**src/rtl/enchimento_pkg.sv**
```systemverilog
// Shared definitions for the bottle filling line.
// Holds the filling FSM state codes so the sealing stage and the top level
// can decode the same encoding, plus a small helper for sizing timers.
package enchimento_pkg;

  // 3-bit state encoding; code 3'd7 is unused and recovers to ST_IDLE.
  typedef enum logic [2:0] {
    ST_IDLE    = 3'd0,
    ST_ALIGN   = 3'd1,
    ST_FILL    = 3'd2,
    ST_DRIP    = 3'd3,
    ST_DONE    = 3'd4,
    ST_RELEASE = 3'd5,
    ST_ALARM   = 3'd6
  } state_t;

  // Bits needed to hold any count in 0..max(a,b) (at least 1 bit).
  function automatic int timer_width(input int a, input int b);
    int m;
    m = (a > b) ? a : b;
    return (m < 1) ? 1 : $clog2(m + 1);
  endfunction

endpackage

```
**src/rtl/saida_enchimento.sv**
```systemverilog
// Output decoder for the filling FSM (pure Moore decode of the state).
// Ports:
//   state  - current FSM state
//   motor  - conveyor run
//   ev     - fill valve open
//   done   - bottle filled pulse
//   alarme - alarm active
module saida_enchimento
  import enchimento_pkg::*;
(
  input  state_t state,
  output logic   motor,
  output logic   ev,
  output logic   done,
  output logic   alarme
);

  always_comb begin
    motor  = 1'b0;
    ev     = 1'b0;
    done   = 1'b0;
    alarme = 1'b0;
    case (state)
      ST_IDLE:    motor  = 1'b1;
      ST_ALIGN:   motor  = 1'b1;
      ST_FILL:    ev     = 1'b1;
      ST_DRIP:    ;
      ST_DONE:    done   = 1'b1;
      ST_RELEASE: motor  = 1'b1;
      ST_ALARM:   alarme = 1'b1;
      // Unused code behaves like IDLE until the register recovers.
      default:    motor  = 1'b1;
    endcase
  end

endmodule

```
**src/rtl/mef_enchimento.sv**
```systemverilog
// Bottle filling station controller.
// Moves a bottle under the nozzle, opens the valve until the level sensor
// trips (or a timeout raises the alarm), waits for drips, pulses done and
// counts the filled bottle, then releases it down the conveyor.
// Ports:
//   clk, reset    - clock (rising edge), asynchronous active-high reset
//   garrafa       - bottle present in filling zone
//   pos           - bottle aligned under nozzle
//   nivel         - level sensor, bottle full
//   reservatorio  - supply tank not empty
//   ack           - operator alarm acknowledge
//   motor, ev, done, alarme - decoded state outputs
//   total         - saturating count of filled bottles
module mef_enchimento
  import enchimento_pkg::*;
#(
  parameter int TIMEOUT = 200,
  parameter int DRIP    = 10,
  parameter int CW      = 8
) (
  input  logic          clk,
  input  logic          reset,
  input  logic          garrafa,
  input  logic          pos,
  input  logic          nivel,
  input  logic          reservatorio,
  input  logic          ack,
  output logic          motor,
  output logic          ev,
  output logic          done,
  output logic          alarme,
  output logic [CW-1:0] total
);

  localparam int TW = timer_width(TIMEOUT, DRIP);
  localparam logic [TW-1:0] TIMEOUT_LAST = TW'(TIMEOUT - 1);
  localparam logic [TW-1:0] DRIP_LAST    = TW'(DRIP - 1);

  state_t          state_reg, state_next;
  logic [TW-1:0]   timer_reg;
  logic [CW-1:0]   total_reg;

  // Next-state logic. A missing supply tank pre-empts everything else
  // while the bottle is being positioned or filled.
  always_comb begin
    state_next = state_reg;
    case (state_reg)
      ST_IDLE: begin
        if (!reservatorio)  state_next = ST_ALARM;
        else if (garrafa)   state_next = ST_ALIGN;
      end
      ST_ALIGN: begin
        if (!reservatorio)  state_next = ST_ALARM;
        else if (pos)       state_next = ST_FILL;
        else if (!garrafa)  state_next = ST_IDLE;
      end
      ST_FILL: begin
        if (!reservatorio)                    state_next = ST_ALARM;
        else if (nivel)                       state_next = ST_DRIP;
        else if (timer_reg == TIMEOUT_LAST)   state_next = ST_ALARM;
      end
      ST_DRIP: begin
        if (timer_reg == DRIP_LAST) state_next = ST_DONE;
      end
      ST_DONE:    state_next = ST_RELEASE;
      ST_RELEASE: begin
        if (!garrafa) state_next = ST_IDLE;
      end
      ST_ALARM: begin
        if (ack && reservatorio) state_next = ST_IDLE;
      end
      default:    state_next = ST_IDLE;
    endcase
  end

  always_ff @(posedge clk or posedge reset) begin
    if (reset) begin
      state_reg <= ST_IDLE;
    end else begin
      state_reg <= state_next;
    end
  end

  // Timer restarts from zero on every state change and only runs in the
  // timed states, so it never needs more range than the longest interval.
  always_ff @(posedge clk or posedge reset) begin
    if (reset) begin
      timer_reg <= '0;
    end else if (state_next != state_reg) begin
      timer_reg <= '0;
    end else if (state_reg == ST_FILL || state_reg == ST_DRIP) begin
      timer_reg <= timer_reg + TW'(1);
    end
  end

  // Count the bottle on entry to DONE so the new total is visible while
  // done is high; saturate at all-ones.
  always_ff @(posedge clk or posedge reset) begin
    if (reset) begin
      total_reg <= '0;
    end else if (state_reg == ST_DRIP && state_next == ST_DONE && total_reg != '1) begin
      total_reg <= total_reg + CW'(1);
    end
  end

  assign total = total_reg;

  saida_enchimento u_saida (
    .state  (state_reg),
    .motor  (motor),
    .ev     (ev),
    .done   (done),
    .alarme (alarme)
  );

endmodule

```
**config.mk**
```make
export PLATFORM = sky130hd
export DESIGN_NAME = mef_enchimento
export DESIGN_NICKNAME = d
export VERILOG_FILES = /design/src/rtl/enchimento_pkg.sv /design/src/rtl/saida_enchimento.sv /design/src/rtl/mef_enchimento.sv
export SDC_FILE = /design/constraint.sdc
export NUM_CORES = 1
export LEC_CHECK = 0
export ABC_AREA = 1
export ABC_CLOCK_PERIOD_IN_PS = 3000
export CAP_MARGIN = 20
export CORE_UTILIZATION = 30
export CTS_BUF_LIST = sky130_fd_sc_hd__clkbuf_4 sky130_fd_sc_hd__clkbuf_8
export DETAILED_ROUTE_END_ITERATION = 10
export PLACE_DENSITY = 0.56
export RECOVER_POWER = 25
export REMOVE_ABC_BUFFERS = 1
export SYNTH_ARGS = -nofsm -noshare
export SYNTH_HDL_FRONTEND = slang
export SYNTH_SLANG_ARGS = --single-unit
export TNS_END_PERCENT = 10
```
**constraint.sdc**
```tcl
create_clock -name clk -period 3 [get_ports clk]
set_input_delay 0.45 -clock clk [delete_from_list [all_inputs] [get_ports clk]]
set_output_delay 0.45 -clock clk [all_outputs]
set_load 0.05 [all_outputs]
```
Word-level counts from Yosys, hierarchy flattened
Cells that the tools add are included.

word-level totals
  flip-flop bits (word level) = 19
  bits of input ports = 7
  output and inout bits = 12
  word-level logic and storage cells = 40

cells by class
  add/sub/neg operators = 2
  equal/unequal tests = 11
  multiplexer cells = 17
  reduce and logical (&&, ||, !) cells = 7

operators by type and width
  kind                 number
  $mux 3               10
  $pmux 3 s7           1
  $add 8x1->8 const B  2
  $mux 8               2
  $eq 3x3->1 const B   4
  $eq 8x4->1 const B   1
  $eq 8x8->1 const B   1
  $ne 8x8->1 const B   1
  $eq 3x2->1 const B   2
  $mux 1               4
  $reduce_or 4->1      1
  $eq 3x1->1 const B   1
  $logic_and 1x1->1    3
  $logic_not 3->1      1
  $ne 3x3->1           1
  $reduce_bool 2->1    1
  $logic_or 1x1->1     1

Longest topological paths before layout
Gate-level depths: netlist (run 1).

  depth in word-level cells = 8
  mapped depth = 11
  gate-level depth less buffers = 11

By module
From an unflattened synthesis (run 1), not the netlist that was laid out.

unflattened totals
  cell total of the unflattened synthesis = 166
  area total of the unflattened synthesis = 1298.7 µm²

by module, submodules not included
  module            times used  cells each  area an instance (µm²)  seq. area each (µm²)
  mef_enchimento    1           157         1263.7                  475.5
  saida_enchimento  1           9           35.0                    0.0

Worst setup path before layout (run 1)
No wires, ideal clock.

  kind = reg-to-output
  start = register state_reg[1]
  end = output done
  arrival time = 1593 ps
  data required time = 2550 ps
  path slack = 957 ps
  stages on the path, launching flop included = 3
  path buffers = 1
  cell sequence = dfrtp_1 > buf_6 > nor3_1

on the way
  word-level cells in the longest chain between the ends = 2

RTL lines
  what                      RTL line                text
  start: declaration        mef_enchimento.sv:39    state_t state_reg, state_next;
  start signal: assignment  mef_enchimento.sv:80    state_reg <= state_next;
  $eq 3x3->1                saida_enchimento.sv:23  case (state)
  $mux 1                    saida_enchimento.sv:23
  end: declaration          mef_enchimento.sv:30    output logic done,

No other way between the ends.

Final worst setup path (run 1)
  start = register state_reg[2]
  end = output motor

on the way
  word-level cells in the longest chain between the ends = 3
  elaborated cells on any way between the ends = 6
  classes of those cells = eq/ne (4); mux (1); reduce/logical (1)

RTL lines
  what                                      RTL line                text
  $eq 3x2->1 or $eq 3x3->1 (tied branches)  saida_enchimento.sv:23
  $reduce_or 4->1 (no line) *               --
  $mux 1 *                                  saida_enchimento.sv:23
  end: declaration                          mef_enchimento.sv:28    output logic motor,

Every way passes the cells marked *; elsewhere a longest branch is shown, timed or not.

==> metrics.txt, run 1 <==
commonest cells in the netlist=nand2_1 (25), dfrtp_1 (19), nor2_1 (17); # rows=23; Worst R2R Start=total[0]$_DFFE_PP0P_; H-tree Lvls=1; via/cell ratio=4.505; die height=66.78 um; Synth Register Bits=19; die width=66.78 um; layout cell share with drive strength beyond 1=18.52%; Synth Area in XOR/XNOR=9.046%; largest fanout on the critical path=9; initial drt markers=32; Post-Synth Simple-Gate Area=36.78%; largest area contributor in the synthesized netlist=dfrtp_1; VDD IR-drop max=0.6132 mV; r2r worst-path depth=6; # diodes=0; post-route ant nets=0; Worst-Skew Late Latency=0.25 ns; Syn Std Cell Area=1259 um2; starting density of the core=31.47%; Total Power=1.055 mW; Inserted Clock Buffers=3; gr ovfl total=0; setup bufs post-CTS=0; Synth area leaders=dfrtp_1 (38%), nand2_1 (7.5%), xor2_1 (5.6%); hold path start=total[6]$_DFFE_PP0P_; mean routed wirelength per cell=11.03 um; RSZ-0062 raised after global routing=false; number of synthesis warnings=0; Remaining DRCs=0; total number of vias=955; Crit-path slowest cell=clkdlybuf4s50_1; PortBufs=18; max_cap viols=0; clk buf depth=2; adder-cell share of the synthesized area=2.982%; post-synthesis sequential area ratio=37.77%; clk root buf=clkbuf_8; CP max stage delay=0.82 ns; worst relative slew slack=49.38%; post-synth cell types=29; crit path DAT=2.07 ns; startpoint types=flop; Fin. Hold Viols=0; syn avg cell area=8.802 um2; first-pass GRT wire length=4181 um; Reg clk slew, reported paths=0.08 ns; PwrDens=696.6 nW/um2; vias in the first global route=961; reg2reg setup slack=1.41 ns; Worst Setup Slack, final=0.4819 ns; hold buffer count at cts=0; Tcrit/Tclk final=83.94%; Max Clock Skew=0.002289 ns; status=finished clean; DR pass1 iterations=4; area grow syn2layout=20.28%; fillers=418; total negative setup slack=0 ns; DP Worst Slack=0.7546 ns; CP Data Required Time=2.55 ns; worst hold path cell count=1; Synth Area in Compound Gates=3.280%; Die Area=4459 um2; Placer Congestion=0.8409; CTS tree=done; largest net degree at the start of global routing=20; post-synthesis mux area share=1.789%; number of synthesized flops with an enable pin=0; Crit Reg-Reg Endpoint=total[7]$_DFFE_PP0P_; final cell count without fillers=212; predominant post-synthesis flop cell=dfrtp_1; initial antenna violation count=0; CP endpoint kind=output port; Cells after Synth=143; placed cell count=208; Hold Worst Slack=0.5295 ns; critical path class=flop to output port; layout net count=173; CP Cell Sequence=inv_6 > nand2_8 > inv_1 > a21oi_1 > clkdlybuf4s50_1; largest family of logic cells by synthesized area=simple AND/OR/NAND/NOR gates; share of synthesized flip-flops with an asynchronous set or reset=100.0%; minimum clock period=2.518 ns; io pins=19; final WL=2338 um; P_leak=0.6893 nW; Hold/Removal Path Class=flop to flop; Max Slew Vio Count=0; CORE AREA=4000 um2; top cell type's share of synthesized area=37.77%; most frequent cell after synthesis=nand2_1; highest clock rate=0.3971 GHz; Tightest Pin Transition=0.7585 ns; cells resized by post-CTS repair=0; DP HPWL=1823 um; Sink Count=19; Final setup viols=0; Hold Path End=total[6]$_DFFE_PP0P_; GRT Total Usage=12.38%
-- power by group --
part           switching, mW  leakage (nW)  total, mW  internal (mW)
Clock                 0.0887        0.0255      0.181         0.0923
Sequential            0.0767         0.260      0.359          0.282
Combinational          0.337         0.404      0.515          0.178
Total                  0.503         0.689       1.05          0.552
-- kinds of logic (layout without fill, tap and decap cells) --
logic type,count (synthesis),count (layout)
AO/OA/AOI/OAI,7,7
XOR/XNOR,13,13
adder cells (fa/ha/maj),3,3
buffers and inverters,20,39
flip-flops,19,19
multiplexers,2,2
AND/OR/NAND/NOR,79,79
-- critical path, delay by kind of cell (launching register included) --
kind | cells | cell delay (ns)
buffers and inverters | 3 | 0.98
flip-flops | 1 | 0.62
AO/OA/AOI/OAI | 1 | 0.12
AND/OR/NAND/NOR | 1 | 0.10
-- how the worst max path moves through the flow --
stage	startpoint	to	slack, ns	cells after the start
final	state_reg[2]$_DFF_PP0_	motor	0.48	5
after global routing	state_reg[2]$_DFF_PP0_	motor	0.37	5
after CTS	state_reg[2]$_DFF_PP0_	motor	0.45	5
after detailed placement	state_reg[2]$_DFF_PP0_	motor	0.75	5
after global placement	state_reg[2]$_DFF_PP0_	motor	0.76	5
after floorplan	state_reg[2]$_DFF_PP0_	done	0.86	2
-- cell usage in the layout, fill, tap and decap left out --
cell / netlist / final
nand3_2: 4 / 4
clkdlybuf4s50_1: 0 / 17
nor2_4: 4 / 4
mux2_2: 2 / 2
nor2_2: 3 / 3
nand3_1: 8 / 8
nand3b_1: 1 / 1
o31ai_1: 1 / 1
inv_6: 1 / 1
nand2_8: 1 / 1
inv_2: 1 / 1
xnor2_1: 5 / 5
xor2_1: 8 / 8
inv_4: 1 / 1
ha_1: 3 / 3
nand2_2: 4 / 4
o21ai_0: 1 / 1
nand3b_4: 1 / 1
nand2_1: 25 / 25
nand3_4: 2 / 2
nor3_2: 1 / 1
dlygate4sd3_1: 0 / 1
nor2_1: 17 / 17
o21ai_2: 1 / 1
clkbuf_8: 0 / 3
nor4_1: 1 / 1
nor3_1: 5 / 5
a21oi_1: 4 / 4
inv_1: 14 / 14
nand4_1: 2 / 2
clkinv_2: 0 / 1
dfrtp_1: 19 / 19
-- metal layers --
| metal | vias up | track usage, % | part of all wire [%] |
|---|---|---|---|
| li1 | 494 | - | - |
| met1 | 435 | 16.04 | 49 |
| met2 | 22 | 20.33 | 46 |
| met3 | 4 | 3.596 | 4.3 |
| met4 | 0 | 2.394 | 0.94 |
| met5 | - | 0 | 0 |
-- final cells by class --
cell class              count  area [um2]  share of cell area (%)
flip-flops and latches     19       475.5                   31.41
clock buffers               3       41.29                   2.727
well taps                  50       62.56                   4.132
inverters                  17       71.32                   4.711
multi-input cells         104       678.2                   44.79
clock inverters             1       5.005                  0.3306
repair buffers             18       180.2                   11.90
-- stage by stage --
stage / cell area, um2 / util (%)
global placement: 1468 / 36.69
floorplan: 1225 / -
finish: 1514 / 37.85
CTS: 1514 / 37.85
detailed placement: 1468 / 36.69
global route: 1514 / 37.85
(Power assumes the default switching activity.)
==> inputs of run 2 (changes only) <==
--- a/config.mk
+++ b/config.mk
@@ -6,12 +6,12 @@
 export NUM_CORES = 1
 export LEC_CHECK = 0
 export ABC_AREA = 1
-export ABC_CLOCK_PERIOD_IN_PS = 3000
+export ABC_CLOCK_PERIOD_IN_PS = 2050
 export CAP_MARGIN = 20
 export CORE_UTILIZATION = 30
 export CTS_BUF_LIST = sky130_fd_sc_hd__clkbuf_4 sky130_fd_sc_hd__clkbuf_8
 export DETAILED_ROUTE_END_ITERATION = 10
-export PLACE_DENSITY = 0.56
+export PLACE_DENSITY = 0.58
 export RECOVER_POWER = 25
 export REMOVE_ABC_BUFFERS = 1
 export SYNTH_ARGS = -nofsm -noshare
==> constraint.sdc (replaced) <==
create_clock -name clk -period 2.05 [get_ports clk]
set_input_delay 0.3075 -clock clk [delete_from_list [all_inputs] [get_ports clk]]
set_output_delay 0.3075 -clock clk [all_outputs]
set_load 0.05 [all_outputs]
==> metrics.txt, run 2 (synthesis gave the netlist of run 1 again) <==
status=finished clean (unchanged); gr ovfl total=0 (unchanged); post-route ant nets=0 (unchanged); Worst-Skew Late Latency=0.26 ns (was 0.25 ns); Max Slew Vio Count=0 (unchanged); DP HPWL=1767 um (was 1823 um); Die Area=4459 um2 (unchanged); Max Clock Skew=0.001032 ns (was 0.002289 ns); layout cell share with drive strength beyond 1=20.86% (was 18.52%); VDD IR-drop max=0.9823 mV (was 0.6132 mV); area grow syn2layout=21.77% (was 20.28%); # diodes=0 (unchanged); Placer Congestion=0.7887 (was 0.8409); via/cell ratio=4.498 (was 4.505); r2r worst-path depth=11 (was 6); Tcrit/Tclk final=93.52%; total number of vias=958 (was 955); RSZ-0062 raised after global routing=false (unchanged); WL met1=1114 um (was 1141 um); metal2 WL=1066 um (was 1074 um); mean routed wirelength per cell=10.88 um (was 11.03 um); clk root buf=clkbuf_8 (unchanged); Final setup viols=0 (unchanged); minimum clock period=1.917 ns; starting density of the core=31.47% (unchanged); die height=66.78 um (unchanged); CP Data Required Time=1.74 ns (was 2.55 ns); hold path start=total[4]$_DFFE_PP0P_ (was total[6]$_DFFE_PP0P_); Reg clk slew, reported paths=0.07 ns (was 0.08 ns); Inserted Clock Buffers=3 (unchanged); Sink Count=19 (unchanged); crit path DAT=1.61 ns (was 2.07 ns); fillers=425 (was 418); WL met3=125 um (was 100 um); top sig layer=met4 (unchanged); max_cap viols=0 (unchanged); die width=66.78 um (unchanged); commonest non-fill, non-tap cells in the layout=nand2_1 (25), dfrtp_1 (19), nor2_1 (17) (was nand2_1 (25), dfrtp_1 (19), nor2_1 (17), clkdlybuf4s50_1 (17), inv_1 (14)); PwrDens=1044 nW/um2 (was 696.6 nW/um2); initial antenna violation count=0 (unchanged); commonest non-fill, non-tap cell in the layout=nand2_1 (unchanged); Total Power=1.601 mW (was 1.055 mW); Worst Setup SP=state_reg[2]$_DFF_PP0_ (unchanged); io pins=19 (unchanged); H-tree Lvls=1 (unchanged); largest net degree at the start of global routing=20 (unchanged); startpoint types=flop (unchanged); # rows=23 (unchanged); CP endpoint=motor (unchanged); cells resized by post-CTS repair=0 (unchanged); DR pass1 iterations=4 (unchanged); setup bufs post-CTS=0 (unchanged); hold buffer count at cts=0 (unchanged); Crit Reg-Reg Endpoint=timer_reg[2]$_DFFE_PP0P_ (was total[7]$_DFFE_PP0P_); critical path class=flop to output port (unchanged); GRT Total Usage=12.77% (was 12.38%); Hold/Removal Path Class=flop to flop (unchanged); CTS tree=done (unchanged); Worst R2R Start=timer_reg[1]$_DFFE_PP0P_ (was total[0]$_DFFE_PP0P_); CP endpoint kind=output port (unchanged); worst relative slew slack=30.20% (was 49.38%); CORE AREA=4000 um2 (unchanged); final WL=2317 um (was 2338 um); Fin. Hold Viols=0 (unchanged); Tightest Pin Transition=1.047 ns (was 0.7585 ns); first-pass GRT wire length=4360 um (was 4181 um); highest clock rate=0.5216 GHz; P_leak=0.7043 nW (was 0.6893 nW); reg2reg setup slack=0.44 ns (was 1.41 ns); largest fanout on the critical path=9 (unchanged); vias in the first global route=981 (was 961); worst hold path cell count=1 (unchanged); total negative setup slack=0 ns (unchanged); clk buf depth=2 (unchanged); layout net count=174 (was 173); PortBufs=18 (unchanged); initial drt markers=31 (was 32); Remaining DRCs=0 (unchanged)
## run 2: metal layers
layer  track usage [%]  vias to the layer above
li1                  -                      494
met1             15.46                      433
met2             22.35                       28
met3             3.596                        3
met4             2.394                        0
met5                 0                        -
## run 2: report_power, final
| part | switching, mW | internal [mW] |
|---|---|---|
| registers | 0.124 | 0.412 |
| logic | 0.499 | 0.300 |
| clock network | 0.130 | 0.135 |
| total | 0.753 | 0.848 |
## run 2: layout make-up
| class | instances | area [um2] | area share, % |
|---|---|---|---|
| clock buffer | 3 | 41.29 | 2.694 |
| clock inverter | 1 | 5.005 | 0.3265 |
| inverter | 17 | 71.32 | 4.653 |
| multi-input combinational | 104 | 678.2 | 44.24 |
| sequential | 19 | 475.5 | 31.02 |
| tap | 50 | 62.56 | 4.082 |
| timing repair buffer | 19 | 198.9 | 12.98 |
## run 2: critical path, cell delays in order (launching register included)
cell     delay [ns]
dfrtp_1        0.65
inv_6          0.09
nand2_8        0.10
inv_1          0.09
a21oi_1        0.24
buf_12         0.18
## run 2: how the worst min path moves through the flow
stage	slack (ns)	end
after floorplan	0.26	state_reg[0]$_DFF_PP0_
after global placement	0.51	total[4]$_DFFE_PP0P_
after detailed placement	0.51	total[4]$_DFFE_PP0P_
after CTS	0.38	total[2]$_DFFE_PP0P_
after global routing	0.56	total[4]$_DFFE_PP0P_
final	0.51	total[4]$_DFFE_PP0P_
## run 2: through the flow
step / util [%] / instance area, um2 / hold WS (ns) / setup slack [ns] / std cells
floorplan: - / 1225 / 0.2586 / 0.05356 / 140
global placement: 37.25 / 1490 / 0.5105 / 0.3722 / 209
detailed placement: 37.25 / 1490 / 0.5097 / 0.2961 / 209
CTS: 38.41 / 1536 / 0.3777 / 0.1234 / 213
global route: 38.32 / 1533 / 0.5577 / 0.04496 / 213
finish: 38.32 / 1533 / 0.5125 / 0.1328 / 213
==> inputs of run 3 (changes only) <==
--- a/config.mk
+++ b/config.mk
@@ -8,10 +8,12 @@
 export ABC_AREA = 1
 export ABC_CLOCK_PERIOD_IN_PS = 2050
 export CAP_MARGIN = 20
+export CELL_PAD_IN_SITES_DETAIL_PLACEMENT = 1
+export CELL_PAD_IN_SITES_GLOBAL_PLACEMENT = 2
 export CORE_UTILIZATION = 30
 export CTS_BUF_LIST = sky130_fd_sc_hd__clkbuf_4 sky130_fd_sc_hd__clkbuf_8
 export DETAILED_ROUTE_END_ITERATION = 10
-export PLACE_DENSITY = 0.58
+export PLACE_DENSITY = 0.84
 export RECOVER_POWER = 25
 export REMOVE_ABC_BUFFERS = 1
 export SYNTH_ARGS = -nofsm -noshare
==> metrics.txt, run 3 (synthesis gave the netlist of run 1 again) <==
layout cell share with drive strength beyond 1=20.86% (unchanged); Int Power=0.8477 mW (was 0.8479 mW); Flop pwr share=33.1% (was 33.5%); startpoint types=flop (unchanged); gr ovfl total=0 (unchanged); status=finished clean (unchanged); Crit Reg-Reg Endpoint=timer_reg[3]$_DFFE_PP0P_ (was timer_reg[2]$_DFFE_PP0P_); cells resized by post-CTS repair=0 (unchanged); initial antenna violation count=0 (unchanged); final cell count without fillers=213 (unchanged); minimum clock period=1.884 ns (was 1.917 ns); post-route ant nets=0 (unchanged); # rows=23 (unchanged); die height=66.78 um (unchanged); total number of vias=980 (was 958); Sink Count=19 (unchanged); commonest non-fill, non-tap cells in the layout=nand2_1 (25), dfrtp_1 (19), nor2_1 (17) (unchanged); PwrDens=1053 nW/um2 (was 1044 nW/um2); largest fanout on the critical path=5 (was 9); Max Clock Skew=0.006936 ns (was 0.001032 ns); Tcrit/Tclk final=91.91% (was 93.52%); highest clock rate=0.5307 GHz (was 0.5216 GHz); mean routed wirelength per cell=12.82 um (was 10.88 um); RSZ-0062 raised after global routing=false (unchanged); # diodes=0 (unchanged); CP endpoint kind=output port (unchanged); combinational share of power=50.3% (was 49.9%); setup bufs post-CTS=0 (unchanged); Top delay family on crit path=buffers and inverters (was flip-flops); DR pass1 iterations=4 (unchanged); P_leak=0.7043 nW (unchanged); layout net count=174 (unchanged); placed cell count=209 (unchanged); Worst-Skew Late Latency=0.26 ns (about the same); largest net degree at the start of global routing=20 (unchanged); DP HPWL=2168 um (was 1767 um); PortBufs=18 (unchanged); Fin. Hold Viols=0 (unchanged); starting density of the core=31.47% (unchanged); crit path DAT=1.58 ns (was 1.61 ns); GRT Total Usage=15.11% (was 12.77%); VDD IR-drop max=0.8513 mV (was 0.9823 mV); worst hold path cell count=1 (unchanged); Tightest Pin Transition=1.061 ns (was 1.047 ns); Worst R2R Start=state_reg[1]$_DFF_PP0_ (was timer_reg[1]$_DFFE_PP0P_); area grow syn2layout=21.77% (unchanged); Worst Path Buf+Inv=1 (was 3); first-pass GRT wire length=5064 um (was 4360 um); r2r worst-path depth=8 (was 11); Die Area=4459 um2 (unchanged); Reg clk slew, reported paths=0.08 ns (was 0.07 ns); H-tree Lvls=1 (unchanged); Inserted Clock Buffers=3 (unchanged); CP Data Required Time=1.74 ns (about the same); final WL=2731 um (was 2317 um); via/cell ratio=4.601 (was 4.498); commonest non-fill, non-tap cell in the layout=nand2_1 (unchanged); die width=66.78 um (unchanged); initial drt markers=30 (was 31); clock share of power=16.5% (was 16.6%); Hold/Removal Path Class=flop to flop (unchanged); max_cap viols=0 (unchanged); instance count on the critical path=1 (was 5); Final setup viols=0 (unchanged); CP max stage delay=0.85 ns (was 0.65 ns); Switching Fraction=47.46% (was 47.04%); critical path class=flop to output port (unchanged); hold path start=total[6]$_DFFE_PP0P_ (was total[4]$_DFFE_PP0P_); CTS tree=done (unchanged); reg2reg setup slack=0.42 ns (was 0.44 ns); hold buffer count at cts=0 (unchanged); Remaining DRCs=0 (unchanged); Placer Congestion=0.8547 (was 0.7887); total negative setup slack=0 ns (unchanged); vias in the first global route=1093 (was 981); Max Slew Vio Count=0 (unchanged); CP Cell Sequence=clkdlybuf4s50_1 (was inv_6 > nand2_8 > inv_1 > a21oi_1 > buf_12); Crit-path slowest cell=clkdlybuf4s50_1 (was dfrtp_1); io pins=19 (unchanged); clk root buf=clkbuf_8 (unchanged); worst relative slew slack=29.24% (was 30.20%); clk buf depth=2 (unchanged); Hold Path End=total[6]$_DFFE_PP0P_ (was total[4]$_DFFE_PP0P_); CORE AREA=4000 um2 (unchanged); total net switching power=0.7658 mW (was 0.7530 mW)
-- run 3: worst max path at each step --
stage | startpoint | to | slack, ns
finish | total[3]$_DFFE_PP0P_ | total[3] | 0.17
global route | state_reg[2]$_DFF_PP0_ | motor | 0.04
CTS | state_reg[2]$_DFF_PP0_ | motor | 0.15
detailed placement | reservatorio | timer_reg[3]$_DFFE_PP0P_ | 0.28
global placement | reservatorio | timer_reg[6]$_DFFE_PP0P_ | 0.37
floorplan | state_reg[2]$_DFF_PP0_ | done | 0.05
-- run 3: per-layer routing --
layer / up-vias / wire length (um) / share of wire, % / track usage (%)
li1: 495 / - / - / -
met1: 471 / 1185 / 43 / 17.89
met2: 12 / 1466 / 54 / 26.89
met3: 2 / 66 / 2.4 / 4.281
met4: 0 / 11 / 0.40 / 2.926
met5: - / 0 / 0 / 0
-- run 3: layout make-up --
cell class                 count  area [um2]
fill                         468        2467
timing repair buffer          19       198.9
multi-input combinational    104       678.2
clock inverter                 1       5.005
tap                           50       62.56
clock buffer                   3       41.29
sequential                    19       475.5
inverter                      17       71.32
-- run 3: per-stage QoR --
stage / total power [mW] / hold WS (ns) / cell area [um2] / setup WS, ns / utilization (%)
2_1_floorplan: 1.102 / 0.2586 / 1225 / 0.05356 / -
3_3_place_gp: 1.344 / 0.5106 / 1490 / 0.3674 / 37.25
3_5_place_dp: 1.368 / 0.5128 / 1490 / 0.2790 / 37.25
4_1_cts: 1.644 / 0.3655 / 1536 / 0.1514 / 38.41
5_1_grt: 1.731 / 0.5517 / 1533 / 0.04203 / 38.32
6_report: 1.613 / 0.5236 / 1533 / 0.1658 / 38.32
-- run 3: power groups by stage --
stage               sequential (mW)  combinational, mW  clock (mW)
CTS                           0.537              0.827       0.280
global route                  0.551              0.891       0.289
global placement              0.540              0.803           0
finish                        0.535              0.812       0.267
floorplan                     0.514              0.587           0
detailed placement            0.543              0.825           0
